**config.mk**
```make
export PLATFORM = sky130hd
export DESIGN_NAME = mux_scan_ctrl
export DESIGN_NICKNAME = d
export VERILOG_FILES = /design/src/rtl/mux_scan_ctrl_pkg.sv /design/src/rtl/mux_scan_ctrl_dwell_counter.sv /design/src/rtl/mux_scan_ctrl.sv
export SDC_FILE = /design/constraint.sdc
export NUM_CORES = 1
export LEC_CHECK = 0
export ABC_CLOCK_PERIOD_IN_PS = 1100
export CAP_MARGIN = 25
export CORE_MARGIN = 1
export CORE_UTILIZATION = 30
export CTS_BUF_LIST = sky130_fd_sc_hd__clkbuf_4 sky130_fd_sc_hd__clkbuf_8 sky130_fd_sc_hd__clkbuf_16
export CTS_CLUSTER_DIAMETER = 40
export CTS_CLUSTER_SIZE = 25
export DETAILED_ROUTE_END_ITERATION = 12
export PLACE_DENSITY = 0.6
export SLEW_MARGIN = 10
export SYNTH_ARGS = -nofsm -noshare
export SYNTH_HDL_FRONTEND = slang
export SYNTH_SLANG_ARGS = --single-unit
```
**constraint.sdc**
```tcl
create_clock -name clk -period 1.1 [get_ports clk]
set_input_delay 0.11 -clock clk [delete_from_list [all_inputs] [get_ports clk]]
set_output_delay 0.11 -clock clk [all_outputs]
set_load 0.02 [all_outputs]
```
**src/rtl/mux_scan_ctrl_pkg.sv**
```systemverilog
// Shared definitions for the mux_41 scan sequencer: state encoding, channel
// geometry and the dwell counter width helper.
package mux_scan_defs;

  typedef enum logic {
    ST_IDLE = 1'b0,
    ST_SCAN = 1'b1
  } state_t;

  localparam int NCH   = 4;
  localparam int SEL_W = 2;
  localparam logic [SEL_W-1:0] SEL_LAST = SEL_W'(NCH - 1);

  // A dwell of 1 still needs a one-bit counter so the port widths stay legal.
  function automatic int cnt_w(input int dwell);
    return (dwell > 1) ? $clog2(dwell) : 1;
  endfunction

endpackage

```
**src/rtl/mux_scan_ctrl_dwell_counter.sv**
```systemverilog
// Counts the cycles a channel is held; last marks the final dwell cycle so the
// sequencer knows when the mux output has settled and can be captured.
module dwell_counter
  import mux_scan_defs::*;
#(
  parameter int DWELL = 4
) (
  input  logic clk,
  input  logic rst,
  input  logic en,
  input  logic clr,
  output logic last
);

  localparam int CW = cnt_w(DWELL);
  localparam logic [CW-1:0] CNT_LAST = CW'(DWELL - 1);

  logic [CW-1:0] r_cnt;

  always_ff @(posedge clk) begin
    if (rst || clr) begin
      r_cnt <= '0;
    end else if (en) begin
      r_cnt <= last ? '0 : r_cnt + CW'(1);
    end
  end

  assign last = (r_cnt == CNT_LAST);

endmodule

```
**src/rtl/mux_scan_ctrl.sv**
```systemverilog
// Sequencer around mux_41: steps sel through all channels, holds each for DWELL
// cycles, captures y per channel and publishes a whole-frame snapshot.
module mux_scan_ctrl
  import mux_scan_defs::*;
#(
  parameter int DWELL = 4
) (
  input  logic             clk,
  input  logic             rst,
  input  logic             start,
  input  logic             continuous,
  input  logic             y,
  output logic [SEL_W-1:0] sel,
  output logic [NCH-1:0]   sample,
  output logic             sample_valid,
  output logic             busy
);

  state_t             r_state;
  logic [SEL_W-1:0]   r_sel;
  logic [NCH-2:0]     r_shadow;
  logic [NCH-1:0]     r_sample;
  logic               r_valid;

  state_t             w_state_nxt;
  logic [SEL_W-1:0]   w_sel_nxt;
  logic [NCH-2:0]     w_shadow_nxt;
  logic [NCH-1:0]     w_sample_nxt;
  logic               w_valid_nxt;
  logic               w_last;
  logic               w_en;
  logic               w_clr;
  logic               w_frame_end;

  assign w_en        = (r_state == ST_SCAN);
  assign w_clr       = (r_state == ST_IDLE) && start;
  assign w_frame_end = w_en && w_last && (r_sel == SEL_LAST);

  dwell_counter #(
    .DWELL (DWELL)
  ) u_dwell (
    .clk  (clk),
    .rst  (rst),
    .en   (w_en),
    .clr  (w_clr),
    .last (w_last)
  );

  // State and all outputs are registered together so nothing glitches.
  always_ff @(posedge clk) begin
    if (rst) begin
      r_state  <= ST_IDLE;
      r_sel    <= '0;
      r_shadow <= '0;
      r_sample <= '0;
      r_valid  <= 1'b0;
    end else begin
      r_state  <= w_state_nxt;
      r_sel    <= w_sel_nxt;
      r_shadow <= w_shadow_nxt;
      r_sample <= w_sample_nxt;
      r_valid  <= w_valid_nxt;
    end
  end

  // start is only honoured in IDLE; at frame end continuous alone decides.
  always_comb begin
    w_state_nxt = r_state;
    case (r_state)
      ST_IDLE: if (start) w_state_nxt = ST_SCAN;
      ST_SCAN: if (w_frame_end && !continuous) w_state_nxt = ST_IDLE;
      default: w_state_nxt = ST_IDLE;
    endcase
  end

  always_comb begin
    w_sel_nxt    = r_sel;
    w_shadow_nxt = r_shadow;
    w_sample_nxt = r_sample;
    w_valid_nxt  = 1'b0;
    case (r_state)
      ST_IDLE: begin
        if (start) w_sel_nxt = '0;
      end
      ST_SCAN: begin
        if (w_last) begin
          if (r_sel != SEL_LAST) begin
            w_shadow_nxt[r_sel] = y;
            w_sel_nxt           = r_sel + SEL_W'(1);
          end else begin
            // Last channel goes straight into the snapshot, never via shadow.
            w_sample_nxt = {y, r_shadow};
            w_valid_nxt  = 1'b1;
            w_sel_nxt    = '0;
          end
        end
      end
      default: w_sel_nxt = '0;
    endcase
  end

  assign sel          = r_sel;
  assign sample       = r_sample;
  assign sample_valid = r_valid;
  assign busy         = (r_state == ST_SCAN);

endmodule

```
==> results of run 1 <==
## worst min-delay path by stage
stage	start	end	slack [ps]	depth (start not counted)
after floorplan	continuous	busy	240	2
after global placement	sample[0]	sample[0]	460	2
after detailed placement	sample[3]	sample[3]	460	2
after CTS	continuous	busy	360	3
after global routing	continuous	busy	380	3
final	continuous	busy	360	3
## worst register-to-register path: stages (launching register included)
cell and delay (ps):
dfxtp_2 340, ha_4 180, or3b_1 350, a21oi_1 140
## layout make-up
class                   count  area, um2  share of cell area, %
clock buffers               4       30.0                   3.32
inverters                   3       11.3                   1.25
multi-input cells          42        378                   41.8
flip-flops and latches     13        272                   30.1
well taps                  27       33.8                   3.74
repair buffers             21        179                   19.8
## what timing repair did
action | in CTS | in global routing
resized for setup | 14 | 7
buffers inserted | 0 | 2
endpoints found under the setup margin | 11 | 12
pin swaps | 0 | 4
## metrics by stage
step | hold slack (ps) | setup TNS, ps | std cells | utilization (%) | cell area, um2
floorplan | 237 | 0 | 61 | - | 661
global placement | 460 | -191 | 104 | 42.2 | 845
detailed placement | 462 | -235 | 104 | 42.2 | 845
CTS | 356 | 0 | 108 | 44.1 | 882
global route | 382 | -70.8 | 110 | 45.1 | 903
finish | 358 | 0 | 110 | 45.1 | 903
## registers in the layout, indices dropped and copies added, names as in the netlist
signal,flops
sel,2
sample_valid,1
sample,4
busy,1
u_dwell.r_cnt,2
r_shadow,3
## logic make-up (layout without fill, tap and decap cells)
kind of cell	count (synthesis)	after routing	synth area share (%)
buf+inv	6	28	5.16
compound gates	5	5	4.78
mux	8	8	12.4
fa+ha+maj	6	6	11.5
flops	13	13	39.8
simple gates	23	23	26.4
## power by group through the flow
stage                     Clock (mW)  Combinational, mW  Sequential (mW)
final                          0.335             0.0872            0.482
after detailed placement           0             0.0826            0.494
after global routing           0.378             0.0983            0.483
after global placement             0             0.0817            0.494
after CTS                      0.343             0.0829            0.485
after floorplan                    0             0.0348            0.497
## per-layer routing
layer	up-vias	GRT usage, %	share of wire [%]
li1	258	-	-
met1	229	15.5	47
met2	10	16.9	46
met3	4	3.14	3.7
met4	0	11.8	3.6
met5	-	0	0
## placed cells by master (no fill, tap or decap), types with 2 or more instances in the layout
cell	n
a21oi_1	2
buf_4	9
clkbuf_4	4
clkdlybuf4s15_1	2
clkdlybuf4s50_1	4
dfxtp_1	8
dfxtp_2	3
dfxtp_4	2
dlygate4sd2_1	4
ha_1	3
ha_2	2
inv_1	3
mux2i_1	7
nand2b_1	8
nand4b_1	4
or3b_1	4
==> flow_summary.ini, run 1 <==
[timing]
hold_viol = 0
setup_ws_ps = 26.7
relSlewSlack_pct = 86.4
finalCritPeriodShare_pct = 97.6
rsz0062_at_grt = true
maxSlewViolCount = 0
fmax_mhz = 932
setup_violations = 0
period_minus_slack_ps = 1070
tightest_slew_ps = 205
fin_skew_ps = 4.36

[clock_tree]
cts-htree-levels = 1
cts_hold_buf = 0
clk-insertion-delay-late_ps = 280
clk_pin_slew_worst_paths_ps = 90
clockRootBuffer = clkbuf_4
cts_tree = done
clock_path_buffers = 2
clkSinkCount = 13
cts_made_buffers = 3

[final_layout]
drive_gt1_share_pct = 30.1
fill_cells = 211
diodes = 0
nets = 95
syn_to_final_growth_pct = 38.0

[global_routing]
antenna_found_initial = 0
grt_pass1_vias = 455
grt_max_degree = 11
globalRouteOverflowTotal = 0
grt_pass1_wl_mm = 2.12
grt_usage_pct = 12.4

[detailed_routing]
via_per_inst = 4.55
wl_per_cell_um = 11.2
drt-pass1-iter-count = 4
routed_wl_mm = 1.23
drc = 0
num_vias = 501
drtIter0Drc = 7
antenna_left = 0

[critical_path]
critPathTopFamily = flip-flops
r2r-end = u_dwell.r_cnt[0]
worst-r2r-setup-slack_ps = 30
cp.buffers_inverters = 0
crit_type = reg -> reg
crit_path_start = u_dwell.r_cnt[0]
r2r-start = u_dwell.r_cnt[0]
critPathCapture = u_dwell.r_cnt[0]
rr_worst_depth = 3
cp.arrival_ps = 1290
cpPeakStageDelay_ps = 340
worst-path-stages = 3
crit_chain = ha_4 > or3b_1 > a21oi_1
end_kind = flip-flop
cpMaxStageDelayCell = dfxtp_2
required_ps = 1320
worst-path-max-fanout = 7
critPathLaunchType = flip-flop

[logic_synthesis]
synth.area.top_cells = dfxtp_1 40%, ha_1 11%, mux2i_1 11%
ys_ff_latch = 13
synth_largest_area_cell = dfxtp_1
synth_edf_count = 0
synthesis.nets = 72
synthCells = 61
synthTopCellsByCount = 13 x dfxtp_1, 8 x nand2b_1, 7 x mux2i_1, 6 x ha_1
ys_seq_area_share_pct = 39.8
yosysMostFrequentCell = dfxtp_1
syn_avg_cell_area_um2 = 10.7
yosysUniqueCellTypes = 22
async_flop_share_pct = 0
yosysTopAreaCellShare_pct = 39.8
dominantRegCellSynth = dfxtp_1
syn-cell-area_um2 = 654
yosysWarnings = 0

[power]
p_per_area_mw_per_mm2 = 1000
ir_worst_vdd_mv = 0.597
switching_power_mw = 0.210
clockPowerShare_pct = 37.0
power_frac_seq_pct = 53.3
p_sw_share_pct = 23.3
finalPower_mw = 0.903
p_int_mw = 0.693
comb_power_share_pct = 9.6
leakage_nw = 0.389

[place]
post-place-ws_ps = -61.8
hpwl_um = 857
gp_congestion = 0.685
portBuffers = 12

[run_status]
status = complete, no violations

[die]
die_area_mm2 = 0.00237
start_util_pct = 32.7
row_count = 16
die_y_um = 48.7
coreArea_mm2 = 0.00200
boundaryPins = 13
die_w_um = 48.7

[run]
maxCapViolations = 0

[min_path]
hp-class = in -> reg
Note: power is estimated with default switching activity, not from simulation.
==> run 2, diff against run 1 <==
Settings changed: CTS_CLUSTER_DIAMETER 40 to default, PLACE_DENSITY 0.6 to 0.5.
==> flow_summary.ini, run 2 (same netlist as run 1, synthesis figures left out) <==
[timing]
period_minus_slack_ps = 1100
setup_violations = 0
maxSlewViolCount = 0
rsz0062_at_grt = true
tightest_slew_ps = 205
fin_skew_ps = 1.10
setup_ws_ps = 0.180
relSlewSlack_pct = 86.4
setup_tns_ps = 0
finalCritPeriodShare_pct = 100
hold_viol = 0
fmax_mhz = 909

[global_routing]
grt_pass1_vias = 460
grt_max_degree = 10
globalRouteOverflowTotal = 0
antenna_found_initial = 0
grt_usage_pct = 11.0
grt_pass1_wl_mm = 1.98

[final_layout]
syn_to_final_growth_pct = 40.3
diodes = 0
nets = 93
stdcell_count = 108
drive_gt1_share_pct = 34.6
mostFrequentLayoutCells = 8 x nand2b_1, 8 x dfxtp_1, 7 x mux2i_1, 6 x buf_4
largest_reg_flops = 4

[detailed_routing]
drt-pass1-iter-count = 3
routed_wl_mm = 1.21
num_vias = 492
via_per_inst = 4.56
wl_per_cell_um = 11.2
drtIter0Drc = 8
antenna_left = 0
drc = 0

[die]
die_y_um = 48.7
start_util_pct = 32.7
row_count = 16
boundaryPins = 13
coreArea_mm2 = 0.00200
die_area_mm2 = 0.00237
die_w_um = 48.7

[clock_tree]
clk-insertion-delay-late_ps = 270
cts-htree-levels = 1
cts_tree = done
clk_pin_slew_worst_paths_ps = 80
clkSinkCount = 13
clock_path_buffers = 2
clockRootBuffer = clkbuf_4
cts_hold_buf = 0
cts_made_buffers = 3

[critical_path]
end_kind = flip-flop
required_ps = 1310
cp.arrival_ps = 1310
worst-path-max-fanout = 8
rr_worst_depth = 3
r2r-start = u_dwell.r_cnt[0]
critPathLaunchType = flip-flop
crit_type = reg -> reg
crit_path_start = u_dwell.r_cnt[0]

[place]
dpl.cell_count = 104
post-place-ws_ps = -82.9
portBuffers = 12
gp_congestion = 0.726
hpwl_um = 873

[power]
leakage_nw = 0.382
p_per_area_mw_per_mm2 = 968
ir_worst_vdd_mv = 0.677
finalPower_mw = 0.889

[run_status]
status = complete, no violations

[min_path]
hold_path.startpoint = continuous
min_delay_path_depth = 3
hp-class = in -> reg

[run]
maxCapViolations = 0
## run 2: cell count changes in the layout (fill, tap and decap cells not counted)
cell	previous run	this run
buf_4	9	6
a21oi_1	2	0
a21oi_2	0	2
a211oi_1	1	0
a211oi_2	0	1
buf_6	0	1
clkdlybuf4s15_1	2	1
clkdlybuf4s15_2	1	2
ha_2	2	1
ha_4	1	2
or3b_1	4	3
or3b_4	0	1
## run 2: final timing paths
check / to / slack, ps
setup / recovery: u_dwell.r_cnt[0] / 0.2
hold / removal: busy / 390
setup reg to reg: u_dwell.r_cnt[0] / 0.2
hold reg to reg: sample[0] / 470
## run 2: area by class of cell
cell class	count	area (um2)
Inverter	3	11.3
Timing Repair Buffer	19	169
Clock buffer	4	30.0
Sequential cell	13	272
Fill cell	200	1080
Tap cell	27	33.8
Multi-Input combinational cell	42	403
## run 2: stage by stage
stage               utilization (%)  hold WS, ps  area, um2
CTS                            44.0          365        881
global route                   45.9          391        918
floorplan                         -          237        661
global placement               42.2          459        845
detailed placement             42.2          468        845
finish                         45.9          388        918
## run 2: worst max-delay path, cell delays in order, from the launching register on
cell     delay, ps
dfxtp_2        340
ha_4           180
or3b_1         380
a21oi_2        140
## run 2: power by group
| group | leakage, nW | switching (mW) | total [mW] | internal [mW] |
|---|---|---|---|---|
| logic | 0.256 | 0.0365 | 0.0901 | 0.0536 |
| clock network | 0.0184 | 0.150 | 0.315 | 0.165 |
| registers | 0.108 | 0.00924 | 0.484 | 0.475 |
## run 2: per-layer routing
metal,part of all wire [%],up-vias,global-route usage [%]
met1,53,223,13.4
li1,-,259,-
met3,4.5,2,5.66
met4,0.83,0,2.94
met5,0,-,0
met2,41,8,16.9
## run 2: repair_timing
item                       4_1_cts  5_1_grt
setup buffers                    0        0
setup endpoints to repair       10       12
gates resized for setup         14       14
pin swaps                        0        4
